[src/rtl/disp_scan.sv]
// disp_scan: 4-digit multiplexed 7-segment scan driver with tear-free
// frame-synchronous loading of new display data.
// Optional build macro: DISP_SCAN_LZB_EN enables leading-zero blanking.
module disp_scan #(
    parameter int unsigned REFRESH_DIV = 100000
) (
    input  logic        clk,
    input  logic        reset,
    input  logic [15:0] value,
    input  logic [3:0]  dp_in,
    input  logic        load,
    output logic        load_ack,
    output logic [3:0]  bcd,
    output logic [3:0]  an,
    output logic        dp,
    output logic        frame_tick
);

    localparam int unsigned CW = (REFRESH_DIV > 2) ? $clog2(REFRESH_DIV) : 1;
    localparam logic [CW-1:0] TC_VAL = CW'(REFRESH_DIV - 1);

    logic [CW-1:0] cnt;
    logic [1:0]    sel;
    logic [15:0]   act_val;
    logic [3:0]    act_dp;
    logic [15:0]   pend_val;
    logic [3:0]    pend_dp;
    logic          pend_flag;

    logic [CW-1:0] cnt_nxt;
    logic [1:0]    sel_nxt;
    logic [15:0]   act_val_nxt;
    logic [3:0]    act_dp_nxt;
    logic [15:0]   pend_val_nxt;
    logic [3:0]    pend_dp_nxt;
    logic          pend_flag_nxt;
    logic          tc_c;
    logic          boundary_c;
    logic          ack_nxt;
    logic [3:0]    nib_c;
    logic          blank_c;
    logic [3:0]    an_nxt;
    logic [3:0]    bcd_nxt;
    logic          dp_nxt;

    // Prescaler, digit select and frame boundary detection
    always_comb begin
        tc_c       = (cnt == TC_VAL);
        boundary_c = tc_c && (sel == 2'd3);
        cnt_nxt    = tc_c ? '0 : cnt + CW'(1);
        sel_nxt    = tc_c ? sel + 2'd1 : sel;
    end

    // Pending/active data path: a load on the boundary cycle bypasses pending
    always_comb begin
        act_val_nxt   = act_val;
        act_dp_nxt    = act_dp;
        pend_val_nxt  = pend_val;
        pend_dp_nxt   = pend_dp;
        pend_flag_nxt = pend_flag;
        ack_nxt       = 1'b0;
        if (boundary_c) begin
            pend_flag_nxt = 1'b0;
            ack_nxt       = load || pend_flag;
            if (load) begin
                act_val_nxt = value;
                act_dp_nxt  = dp_in;
            end else if (pend_flag) begin
                act_val_nxt = pend_val;
                act_dp_nxt  = pend_dp;
            end
        end else if (load) begin
            pend_val_nxt  = value;
            pend_dp_nxt   = dp_in;
            pend_flag_nxt = 1'b1;
        end
    end

    // Digit output for the slot that starts at the next TC edge
    always_comb begin
        nib_c   = 4'h0;
        blank_c = 1'b0;
        case (sel_nxt)
            2'd0: nib_c = act_val_nxt[3:0];
            2'd1: nib_c = act_val_nxt[7:4];
            2'd2: nib_c = act_val_nxt[11:8];
            default: nib_c = act_val_nxt[15:12];
        endcase
`ifdef DISP_SCAN_LZB_EN
        case (sel_nxt)
            2'd1: blank_c = (act_val_nxt[15:4] == 12'h000);
            2'd2: blank_c = (act_val_nxt[15:8] == 8'h00);
            2'd3: blank_c = (act_val_nxt[15:12] == 4'h0);
            default: blank_c = 1'b0;
        endcase
`else
        blank_c = 1'b0;
`endif
        if (blank_c) begin
            an_nxt  = 4'b1111;
            bcd_nxt = 4'h0;
            dp_nxt  = 1'b1;
        end else begin
            an_nxt  = ~(4'b0001 << sel_nxt);
            bcd_nxt = nib_c;
            dp_nxt  = ~act_dp_nxt[sel_nxt];
        end
    end

    // State and registered outputs
    always_ff @(posedge clk) begin
        if (reset) begin
            cnt        <= '0;
            sel        <= 2'd0;
            act_val    <= 16'h0000;
            act_dp     <= 4'h0;
            pend_val   <= 16'h0000;
            pend_dp    <= 4'h0;
            pend_flag  <= 1'b0;
            an         <= 4'b1110;
            bcd        <= 4'h0;
            dp         <= 1'b1;
            load_ack   <= 1'b0;
            frame_tick <= 1'b0;
        end else begin
            cnt        <= cnt_nxt;
            sel        <= sel_nxt;
            act_val    <= act_val_nxt;
            act_dp     <= act_dp_nxt;
            pend_val   <= pend_val_nxt;
            pend_dp    <= pend_dp_nxt;
            pend_flag  <= pend_flag_nxt;
            load_ack   <= ack_nxt;
            frame_tick <= boundary_c;
            if (tc_c) begin
                an  <= an_nxt;
                bcd <= bcd_nxt;
                dp  <= dp_nxt;
            end
        end
    end

endmodule

[config.mk]
export PLATFORM = sky130hd
export DESIGN_NAME = disp_scan
export DESIGN_NICKNAME = d
export VERILOG_FILES = /design/src/rtl/disp_scan.sv
export SDC_FILE = /design/constraint.sdc
export NUM_CORES = 1
export LEC_CHECK = 0
export CORE_UTILIZATION = 60
export CTS_BUF_LIST = sky130_fd_sc_hd__clkbuf_4 sky130_fd_sc_hd__clkbuf_8 sky130_fd_sc_hd__clkbuf_16
export CTS_CLUSTER_DIAMETER = 120
export DETAILED_ROUTE_END_ITERATION = 10
export PLACE_DENSITY_LB_ADDON = 0.3
export SYNTH_ARGS = -nofsm -noshare
export SYNTH_HDL_FRONTEND = slang
export SYNTH_SLANG_ARGS = --single-unit
[constraint.sdc]
create_clock -name clk -period 3.9 [get_ports clk]
set_clock_uncertainty 0.05 [all_clocks]
set_input_delay 0.975 -clock clk [delete_from_list [all_inputs] [get_ports clk]]
set_output_delay 0.975 -clock clk [all_outputs]
set_load 0.01 [all_outputs]
[After elaboration in Yosys (flattened, before gate mapping)]
Index checks and enable logic that the tools add are counted.
Word-level totals
  word-level logic and storage cells: 40
  output and inout port bits: 11
  flip-flop bits (word level): 71
Cells by class
  multiplexer cells: 10
  shifts and indexed selects: 1
  $lt $le $gt $ge: 1
  equal/unequal tests: 4
  bitwise gates (word level): 3
  add/sub/neg operators: 2
  reduce and logical (&&, ||, !) cells: 7
Operators by type and width (count)
  16-bit 2-to-1 mux: 3
  17-bit by 1-bit adder with 17-bit output (second input constant): 1
  17-bit == test (second input constant): 1
  4-bit 2-to-1 mux: 3
  4-bit one-hot mux with 3 select lines: 1
  2-bit OR reduction: 3
  2-bit == test (second input constant): 2
  4-bit NOT: 1
  1-bit by 2-bit left shift with 4-bit output (first input constant): 1
  2-bit by 3-bit less-than comparator with 1-bit output (second input constant): 1
  2-bit by 1-bit adder with 2-bit output (second input constant): 1
  1-bit binary-select mux with 2-bit select: 1
  2-bit by 1-bit == test with 1-bit output (second input constant): 1
  2-bit logical NOT: 1
  2-bit 2-to-1 mux: 1
  1-bit NOT: 2
  2-bit AND reduction: 1
  1-bit logical AND: 1
  1-bit logical OR: 1
  1-bit 2-to-1 mux: 1

[Longest topological paths before layout]
Gate-level depths: netlist (run 1).
  word-level depth: 6
  depth in mapped cells: 10
  depth with buffers taken out: 8

[Worst setup path before layout (run 1)]
No wires, ideal clock.
  kind: register to register
  start: register cnt[0]
  end: register dp
  stages on the path, launching flop included: 9
  arrival: 2.347 ns
  period minus slack after synthesis: 2.519 ns
  path slack: 1.381 ns
  cell sequence: dfxtp_1 > ha_1 > nand4_1 > nor4_4 > mux2i_1 > nand2_1 > a21oi_2 > o221ai_2 > a221o_1
Between the ends
  longest elaborated chain between the ends: 6
Ends and longest elaborated chain
  from (decl): line 22  | logic [CW-1:0] cnt;
  from (signal assigned): line 126  | cnt <= cnt_nxt;
  17-bit == test *: line 48  | tc_c = (cnt == TC_VAL);
  1-bit logical AND: line 49  | boundary_c = tc_c && (sel == 2'd3);
  4-bit 2-to-1 mux: line 62  | if (boundary_c) begin
  1-bit binary-select mux with 2-bit select: line 106  | dp_nxt = ~act_dp_nxt[sel_nxt];
  1-bit 2-to-1 mux (implied by the code): line 106
  1-bit NOT: line 106
  to (signal assigned): line 138  | dp <= dp_nxt;
  to (decl): line 15  | output logic dp,
Mark *: on every way between the ends. The rest lies on a longest branch, timed or not. The select of a mux whose other input is x is not followed.
A chain may end at the register's enable or synchronous reset.

[Worst setup path in the final report (run 1)]
  start: register cnt[0]
  end: register bcd[2]
Between the ends
  longest elaborated chain between the ends: 4
Ends and longest elaborated chain
  17-bit == test *: line 48
  2-bit 2-to-1 mux or 1-bit logical AND (tied branches): line 51, 49
  2-bit == test, or another cell as far along: line 83  | case (sel_nxt)
  4-bit one-hot mux with 3 select lines: line 83
  to (signal assigned): line 137  | bcd <= bcd_nxt;
  to (decl): line 13  | output logic [3:0] bcd,
Mark *: on every way between the ends. The rest lies on a longest branch, timed or not.

==> flow_summary_export.csv, run 1 <==
group,metric,value,unit
flow_run,maxCapViolCount,0,
timing,final.min_clock_period,3.03,ns
clocking,cts_tree,"done",
power,ir_drop,263,µV
placement,port-buffer-count,33,
cells_and_area,drive_gt1_frac,0.0824,
synthesis,syn_avg_cell_area,8.11,µm²
detailed_routing,via_count,3035,
clocking,post_cts_resized,0,
detailed_routing,wl_per_cell,16.4,µm
timing,tightest_slew,0.897,ns
power,power.leakage,1.31,nW
synthesis,synth_area_leader_cell,"dfxtp_1",
clocking,cts.hold.buffers_added,0,
synthesis,synth-xor-area-share,0.0410,
detailed_routing,via_per_inst,6.13,
grt,grtUsageTotal,0.314,
detailed_routing,drt_iter0_markers,297,
timing,slew_headroom,0.402,
status,outcome,"finished clean",
floorplan,die-area,0.00564,mm²
synthesis,synth.net_count,420,
floorplan,core,0.00514,mm²
synthesis,synth-seq-cells,71,
cells_and_area,antenna_cells,0,
worst_setup_path,crit_arrival,3.26,ns
synthesis,synthDominantCellAreaShare,0.444,
hold_path,hold_path.class,"reg2reg",
placement,hpwl,5.41,mm
worst_setup_path,cp_max_fo,15,
worst_setup_path,ff2ff_setup_slack,0.87,ns
clocking,clkSinkCount,71,
grt,antenna_found_initial,0,
synthesis,synth_simple_gate_area_share,0.247,
placement,globalplace.congestion,0.854,
clocking,path_clk_slew,0.07,ns
synthesis,ys_top_cells_by_area,"dfxtp_1 (44%), nand2_1 (8.4%), a21oi_1 (7.3%), nor2_1 (4.8%), nand3_1 (3.0%)",
clocking,cts_setup_buffers,0,
power,power.density,365,mW/mm²
floorplan,initial_utilization,0.623,
synthesis,syn_inst,395,
timing,hold_viol_final,0,
synthesis,synth_most_common_cell,"nand2_1",
grt,grt_max_degree,48,
worst_setup_path,startpoint_type,"flop",
placement,pre_cts_slack,0.804,ns
synthesis,synth_top_family_by_area,"simple AND/OR/NAND/NOR gates",
floorplan,die_x,75.1,µm
floorplan,row_count,26,
synthesis,synth_fa_ha_area_frac,0.00781,
clocking,clk_path_buf_depth,2,
floorplan,chipHeight,75.1,µm
detailed_routing,dr.pass1.iters,5,
clocking,cts_buffers,9,
synthesis,synth_compound_area_frac,0.208,
synthesis,syn_area,0.00320,mm²
detailed_routing,wl,8.14,mm
synthesis,yosys_warnings,0,
synthesis,synth-seq-area-share,0.444,
floorplan,pin_count,34,
clocking,clk_latency,0.34,ns
worst_setup_path,crit_required,4.13,ns
clocking,clockRootBuffer,"clkbuf_8",
synthesis,muxShareOfSynthArea,0.0109,
cells_and_area,nFillCells,439,
synthesis,synth_edf_count,0,
grt,grt_pass1_wl,13.0,mm
worst_setup_path,end_kind,"flop",
timing,rsz0062_at_grt,"no",
grt,grt_pass1_vias,2823,
synthesis,postSynth.asyncResetShare,0,
timing,finalMaxSlewViolations,0,
timing,min_period_over_period,0.776,
timing,timing.final.ws_setup,0.872,ns
synthesis,ys_types,48,
synthesis,synth_flop_cell,"dfxtp_1",
detailed_routing,drc,0,
timing,fmax,0.330,GHz
grt,grt_overflow,0,
detailed_routing,ant_nets,0,
worst_setup_path,path_class,"reg2reg",
synthesis,synth_common_cells,"nand2_1 (72), dfxtp_1 (71), a21oi_1 (47), nor2_1 (41)",
timing,setup_violations,0,
cells_and_area,syn2layout_area_growth,16.6,%
cells_and_area,nNetsFinal,447,
clocking,htreeDepth,3,
timing,fin_tns_setup,0,ns
## power breakdown
part | internal, mW | switching (mW) | leakage (nW) | total, mW
combinational | 0.0378 | 0.0488 | 0.646 | 0.0866
sequential | 0.740 | 0.0125 | 0.577 | 0.752
clock | 0.272 | 0.252 | 0.0922 | 0.524
## worst paths after layout
path,from,endpoint,cells past startpoint
min,pend_val[13],pend_val[13],2
min reg2reg,pend_val[13],pend_val[13],2
max,cnt[0],bcd[2],8
max reg2reg,cnt[0],bcd[2],8
## flip-flops by register name (all words and copies together), names as in the netlist
name,cells
pend_dp,4
load_ack,1
bcd,4
pend_val,16
cnt,17
pend_flag,1
act_dp,4
act_val,16
sel,2
frame_tick,1
dp,1
an,4
## metal layers
metal / part of all wire / routed length, µm / global-route usage
met1: 0.41 / 3340 / 0.396
met2: 0.47 / 3820 / 0.494
met3: 0.090 / 735 / 0.0924
met4: 0.029 / 240 / 0.145
met5: 0 / 0 / 0
## critical path, stage by stage, from the launching register on
cell      delay [ns]
dfxtp_1         0.40
ha_1            0.23
nand4_1         0.33
nor4_4          0.55
and3_1          0.68
a222oi_1        0.28
a32oi_1         0.23
o21ai_0         0.09
o21ai_1         0.13
## cells by family after synthesis
kind of cell | after synthesis
buffers and inverters | 30
AND/OR/NAND/NOR | 170
flip-flops | 71
multiplexers | 3
adder cells (fa/ha/maj) | 2
AO/OA/AOI/OAI | 104
XOR/XNOR | 15
## placed cells by master, fill, tap and decap left out, types with 2 or more instances in the layout
| master | instances |
|---|---|
| o21ai_1 | 4 |
| nand2_1 | 72 |
| ha_1 | 2 |
| dfxtp_1 | 71 |
| or4b_4 | 2 |
| o211ai_1 | 3 |
| nand3b_1 | 2 |
| a22oi_1 | 8 |
| a221o_1 | 2 |
| nand4_1 | 4 |
| and3_1 | 5 |
| nand2_2 | 2 |
| nor4_1 | 2 |
| a21oi_1 | 47 |
| xor2_1 | 7 |
| a22oi_2 | 2 |
| a32oi_1 | 9 |
| nor2_1 | 41 |
| clkdlybuf4s50_1 | 33 |
| nand3_1 | 19 |
| nand2b_1 | 2 |
| a221oi_1 | 5 |
| clkbuf_8 | 11 |
| buf_4 | 8 |
| or3_1 | 2 |
| inv_1 | 5 |
| and2_1 | 3 |
| clkbuf_4 | 2 |
| xnor2_1 | 8 |
| nor3_1 | 7 |
| mux2i_1 | 2 |
| o21ai_0 | 16 |
## stage by stage
step / instance area (µm²) / util / instances / power, mW / hold slack [ns]
floorplan: 3200 / - / 395 / 0.808 / 0.376
global placement: 3570 / 0.694 / 481 / 0.850 / 0.385
detailed placement: 3570 / 0.694 / 481 / 0.852 / 0.399
CTS: 3740 / 0.727 / 495 / 1.37 / 0.408
global route: 3740 / 0.727 / 495 / 1.41 / 0.440
finish: 3740 / 0.727 / 495 / 1.36 / 0.408
## area by class of cell
type,count,area [µm²],area share
multi-input combinational,294,1650,0.441
sequential,71,1420,0.380
timing repair buffer,41,390,0.104
clock buffer,13,166,0.0445
tap,70,87.6,0.0234
inverter,5,18.8,0.00502
clock inverter,1,5.00,0.00134
No activity file was read; power rests on OpenSTA's default activity.
==> run 2: changes to the inputs <==
--- a/config.mk
+++ b/config.mk
@@ -5,7 +5,7 @@
 export SDC_FILE = /design/constraint.sdc
 export NUM_CORES = 1
 export LEC_CHECK = 0
-export CORE_UTILIZATION = 60
+export CORE_UTILIZATION = 51
 export CTS_BUF_LIST = sky130_fd_sc_hd__clkbuf_4 sky130_fd_sc_hd__clkbuf_8 sky130_fd_sc_hd__clkbuf_16
 export CTS_CLUSTER_DIAMETER = 120
 export DETAILED_ROUTE_END_ITERATION = 10
==> constraint.sdc (replaced) <==
create_clock -name clk -period 2.45 [get_ports clk]
set_clock_uncertainty 0.05 [all_clocks]
set_input_delay 0.6125 -clock clk [delete_from_list [all_inputs] [get_ports clk]]
set_output_delay 0.6125 -clock clk [all_outputs]
set_load 0.01 [all_outputs]
==> flow_summary_export.csv, run 2 (synthesis gave the netlist of run 1 again) <==
group,metric,value,unit
timing,final.min_clock_period,2.50,ns
worst_setup_path,end_kind,"flop",
detailed_routing,ant_nets,0,
cells_and_area,syn2layout_area_growth,31.7,%
placement,place_inst,515,
worst_setup_path,crit_required,2.64,ns
timing,fmax,0.401,GHz
detailed_routing,drc,0,
clocking,path_clk_slew,0.07,ns
timing,rsz0062_at_grt,"yes",
detailed_routing,wl_per_cell,17.1,µm
floorplan,pin_count,34,
grt,grtUsageTotal,0.294,
worst_setup_path,ff2ff_setup_slack,-0.05,ns
cells_and_area,top_regs,"cnt (17), act_val (16), pend_val (16)",
worst_setup_path,startpoint_type,"flop",
detailed_routing,dr.pass1.iters,5,
grt,grt_max_degree,48,
status,outcome,"complete, but fails checks",
placement,pre_cts_slack,-0.154,ns
grt,grtUsageMet1,0.397,
clocking,clockRootBuffer,"clkbuf_8",
cells_and_area,top_register,"cnt",
timing,min_period_over_period,1.02,
timing,slew_headroom,0.645,
grt,grt_overflow,0,
cells_and_area,nNetsFinal,480,
detailed_routing,via_per_inst,5.96,
grt,grt_pass1_wl,14.5,mm
floorplan,initial_utilization,0.535,
placement,hpwl,5.98,mm
clocking,htreeDepth,3,
grt,antenna_found_initial,0,
worst_setup_path,rr_startpoint,"cnt[11]",
placement,port-buffer-count,33,
hold_path,hold_path.class,"reg2reg",
clocking,cts_tree,"done",
power,power.leakage,1.54,nW
detailed_routing,via_count,3190,
detailed_routing,drt_iter0_markers,282,
cells_and_area,antenna_cells,0,
status,failed_checks,"setup timing",
clocking,clkSinkCount,71,
timing,finalMaxSlewViolations,0,
power,ir_drop,316,µV
hold_path,holdPathEnd,"bcd[2]",
hold_path,holdPathStages,2,
grt,grt_use_met3,0.0573,
flow_run,maxCapViolCount,0,
worst_setup_path,crit_arrival,2.69,ns
hold_path,hp-start,"bcd[2]",
floorplan,die-area,0.00660,mm²
power,power.density,578,mW/mm²
floorplan,die_x,81.3,µm
clocking,cts.hold.buffers_added,0,
grt,met2_usage,0.438,
floorplan,core,0.00599,mm²
grt,grt_pass1_vias,3020,
clocking,clk_path_buf_depth,2,
floorplan,chipHeight,81.3,µm
cells_and_area,layout_commonest_cell,"nand2_1",
worst_setup_path,cp_max_fo,9,
cells_and_area,mostFrequentLayoutCells,"nand2_1 (72), dfxtp_1 (70), a21oi_1 (45), nor2_1 (41)",
worst_setup_path,reg2reg_to,"bcd[3]",
timing,hold_viol_final,0,
cells_and_area,drive_gt1_frac,0.198,
cells_and_area,largest_register_ffs,17,
grt,busiest_layer,"met2",
floorplan,row_count,28,
cells_and_area,fin_cells,535,
worst_setup_path,r2r_cells,9,
timing,setup_violations,3,
clocking,cts_buffers,9,
placement,globalplace.congestion,0.956,
timing,timing.final.ws_setup,-0.0469,ns
worst_setup_path,path_class,"reg2reg",
clocking,clk_latency,0.35,ns
detailed_routing,wl,9.18,mm
timing,tightest_slew,0.532,ns
[run 2: area by class of cell]
class | instances | area [µm²]
fill | 443 | 1770
multi-input combinational | 294 | 1770
sequential | 71 | 1420
timing repair buffer | 74 | 686
clock buffer | 13 | 166
tap | 75 | 93.8
clock inverter | 3 | 65.1
inverter | 5 | 18.8
[run 2: through the flow]
stage | hold WS, ns | cell area (µm²) | utilization | power [mW] | setup TNS [ns]
global placement | 0.390 | 3820 | 0.637 | 1.36 | -0.143
CTS | 0.408 | 4130 | 0.690 | 2.43 | -0.00725
global route | 0.426 | 4220 | 0.704 | 2.50 | -0.522
finish | 0.409 | 4220 | 0.704 | 2.44 | -0.115
floorplan | 0.376 | 3210 | - | 1.29 | -0.0519
detailed placement | 0.398 | 3820 | 0.637 | 1.37 | -0.937
[run 2: metal layers]
| layer | vias to the layer above | part of all wire |
|---|---|---|
| met4 | 0 | 0.032 |
| met2 | 133 | 0.46 |
| met3 | 31 | 0.058 |
| met5 | - | 0 |
| met1 | 1508 | 0.45 |
| li1 | 1518 | - |
[run 2: what timing repair did]
action / 4_1_cts / 5_1_grt
buffers inserted: 3 / 1
resized for setup: 16 / 20
cloned: 0 / 0
pin swaps: 2 / 7
endpoints found under the setup margin: 26 / 25
[run 2: worst max-delay path: stages, from the launching register on]
cell and delay, ns:
dfxtp_2 0.32, or4b_4 0.56, nor4_4 0.32, buf_6 0.18, nand2_2 0.07, buf_6 0.18
a22oi_1 0.28, a21oi_1 0.12, nor3_1 0.19, o21ai_1 0.10
[run 2: how the worst max path moves through the flow]
stage / cells after the start / end / start
finish: 9 / bcd[3] / cnt[11]
global route: 9 / bcd[3] / cnt[11]
CTS: 9 / bcd[2] / cnt[14]
detailed placement: 9 / bcd[2] / cnt[14]
global placement: 9 / bcd[2] / cnt[14]
floorplan: 7 / dp / cnt[14]
[run 2: where the power goes]
| group | internal, mW | total, mW | switching [mW] |
|---|---|---|---|
| Combinational | 0.0705 | 0.158 | 0.0871 |
| Clock | 0.651 | 1.09 | 0.439 |
| Sequential | 1.18 | 1.19 | 0.0151 |
==> run 3: changes to the inputs <==
==> constraint.sdc (replaced) <==
create_clock -name clk -period 2 [get_ports clk]
set_clock_uncertainty 0.05 [all_clocks]
set_input_delay 0.5 -clock clk [delete_from_list [all_inputs] [get_ports clk]]
set_output_delay 0.5 -clock clk [all_outputs]
set_load 0.01 [all_outputs]
==> flow_summary_export.csv, run 3 (synthesis gave the netlist of run 1 again) <==
group,metric,value,unit
floorplan,die_x,81.3,µm
clocking,htreeDepth,3,
timing,min_period_over_period,1.36,
worst_setup_path,rr_startpoint,"cnt[8]",
timing,fmax,0.368,GHz
worst_setup_path,startpoint_type,"flop",
worst_setup_path,slowest_delay,0.57,ns
power,p_comb_frac,0.092,
cells_and_area,fin_cells,578,
clocking,clockRootBuffer,"clkbuf_8",
worst_setup_path,crit_arrival,2.96,ns
power,internal_power,2.28,mW
clocking,clkSinkCount,71,
power,ir_drop,392,µV
timing,whs,0.415,ns
status,failed_checks,"setup timing",
cells_and_area,antenna_cells,0,
cells_and_area,mostFrequentLayoutCells,"nand2_1 (68), dfxtp_1 (68), buf_4 (58), nor2_1 (35), clkdlybuf4s50_1 (33)",
placement,globalplace.congestion,0.963,
detailed_routing,via_per_inst,6.50,
timing,hold_viol_final,0,
placement,hpwl,6.64,mm
hold_path,hold_path.class,"reg2reg",
hold_path,holdPathEnd,"pend_val[11]",
clocking,clk_path_buf_depth,2,
timing,tightest_slew,0.448,ns
floorplan,row_count,28,
worst_setup_path,end_kind,"flop",
worst_setup_path,path_cells,"or4b_4, or4_4, nor2_4, buf_6, a32oi_2, a21oi_1, nor3_1, o21ai_1",
power,switchingPower,0.771,mW
worst_setup_path,crit_required,2.24,ns
floorplan,initial_utilization,0.535,
grt,grt_pass1_wl,17.5,mm
detailed_routing,wl_per_cell,22.5,µm
clocking,path_clk_slew,0.08,ns
detailed_routing,ant_nets,0,
floorplan,chipHeight,81.3,µm
worst_setup_path,r2r_cells,8,
cells_and_area,drive_gt1_frac,0.360,
worst_setup_path,ff2ff_setup_slack,-0.72,ns
power,pwr-share-clk,0.428,
worst_setup_path,cp_max_fo,6,
cells_and_area,top_regs,"cnt (17), act_val (16), pend_val (16)",
floorplan,die-area,0.00660,mm²
grt,grt_pass1_vias,3445,
detailed_routing,drc,0,
cells_and_area,syn2layout_area_growth,55.5,%
detailed_routing,via_count,3755,
cells_and_area,top_register,"cnt",
timing,setup_violations,71,
grt,grt_max_degree,21,
power,p_sw_frac,0.253,
timing,final.min_clock_period,2.72,ns
grt,grtUsageTotal,0.363,
timing,rsz0062_at_grt,"yes",
cells_and_area,largest_register_ffs,17,
placement,port-buffer-count,33,
grt,antenna_found_initial,0,
status,outcome,"complete, but fails checks",
hold_path,holdPathStages,2,
detailed_routing,dr.pass1.iters,5,
worst_setup_path,path_class,"reg2reg",
clocking,clk_latency,0.36,ns
detailed_routing,wl,13.0,mm
timing,finalMaxSlewViolations,0,
hold_path,hp-start,"pend_val[11]",
timing,slew_headroom,0.699,
floorplan,pin_count,34,
cells_and_area,fin_util,0.832,
detailed_routing,drt_iter0_markers,487,
grt,grt_overflow,0,
floorplan,core,0.00599,mm²
clocking,cts_tree,"done",
cells_and_area,seq_area,0.00143,mm²
placement,place_inst,544,
power,power.leakage,1.92,nW
cells_and_area,nFillCells,277,
worst_setup_path,crit_slowest_cell,"or4b_4",
worst_setup_path,reg2reg_to,"bcd[3]",
flow_run,maxCapViolCount,0,
power,power.density,612,mW/mm²
timing,timing.final.ws_setup,-0.717,ns
cells_and_area,multi_input_area,0.00209,mm²
power,p_seq_frac,0.480,
cells_and_area,nNetsFinal,523,
clocking,cts_buffers,9,
[run 3: changes by cell type in the layout (fill, tap and decap cells not counted), sizes merged]
cell	previous run	this run
buf	41	83
clkbuf	13	9
clkinv	1	4
bufbuf	0	1
inv	5	6
[run 3: layout make-up]
cell class	count	share of cell area
multi-input cells	294	0.420
inverters	5	0.00377
clock buffers	9	0.0249
flip-flops and latches	71	0.286
well taps	75	0.0188
clock inverters	7	0.0193
repair buffers	117	0.227
[run 3: repair_timing]
item,in CTS,in global routing
pin swaps,32,19
gates resized for setup,72,41
hold buffers,0,0
gates cloned,3,0
buffers inserted,6,9
endpoints found under the setup margin,68,70
[run 3: worst max-delay path by stage]
stage / cells after the start / from / slack (ns) / endpoint
2_1_floorplan: 7 / cnt[14] / -0.50 / dp
3_3_place_gp: 8 / cnt[8] / -0.42 / bcd[2]
3_5_place_dp: 8 / cnt[8] / -0.50 / bcd[2]
4_1_cts: 7 / cnt[8] / -0.39 / dp
5_1_grt: 8 / cnt[8] / -0.93 / bcd[3]
6_report: 8 / cnt[8] / -0.72 / bcd[3]
[run 3: routing by layer]
| metal | wire, µm | global-route usage | share of wire | vias up |
|---|---|---|---|---|
| li1 | - | - | - | 1608 |
| met1 | 4980 | 0.455 | 0.38 | 1762 |
| met2 | 5840 | 0.578 | 0.45 | 294 |
| met3 | 1380 | 0.0753 | 0.11 | 91 |
| met4 | 789 | 0.202 | 0.061 | 0 |
| met5 | 0 | 0 | 0 | - |
[run 3: power groups by stage]
stage	combinational, mW	sequential [mW]	clock [mW]
after floorplan	0.0905	1.49	0
after global placement	0.208	1.49	0
after detailed placement	0.212	1.49	0
after CTS	0.251	1.46	1.28
after global routing	0.292	1.46	1.36
final	0.280	1.46	1.30
[run 3: worst max-delay path, delay by kind of cell, from the launching register on]
family          cells  cell delay [ns]
simple gates        4             1.51
compound gates      3             0.57
flops               1             0.33
buf+inv             1             0.19
[run 3: through the flow]
stage | setup WS (ns) | total power, mW | TNS [ns] | area, µm²
2_1_floorplan | -0.495 | 1.58 | -9.38 | 3280
3_3_place_gp | -0.421 | 1.70 | -11.26 | 4100
3_5_place_dp | -0.502 | 1.70 | -13.00 | 4100
4_1_cts | -0.390 | 2.99 | -11.63 | 4730
5_1_grt | -0.932 | 3.12 | -22.10 | 4980
6_report | -0.717 | 3.05 | -18.59 | 4980
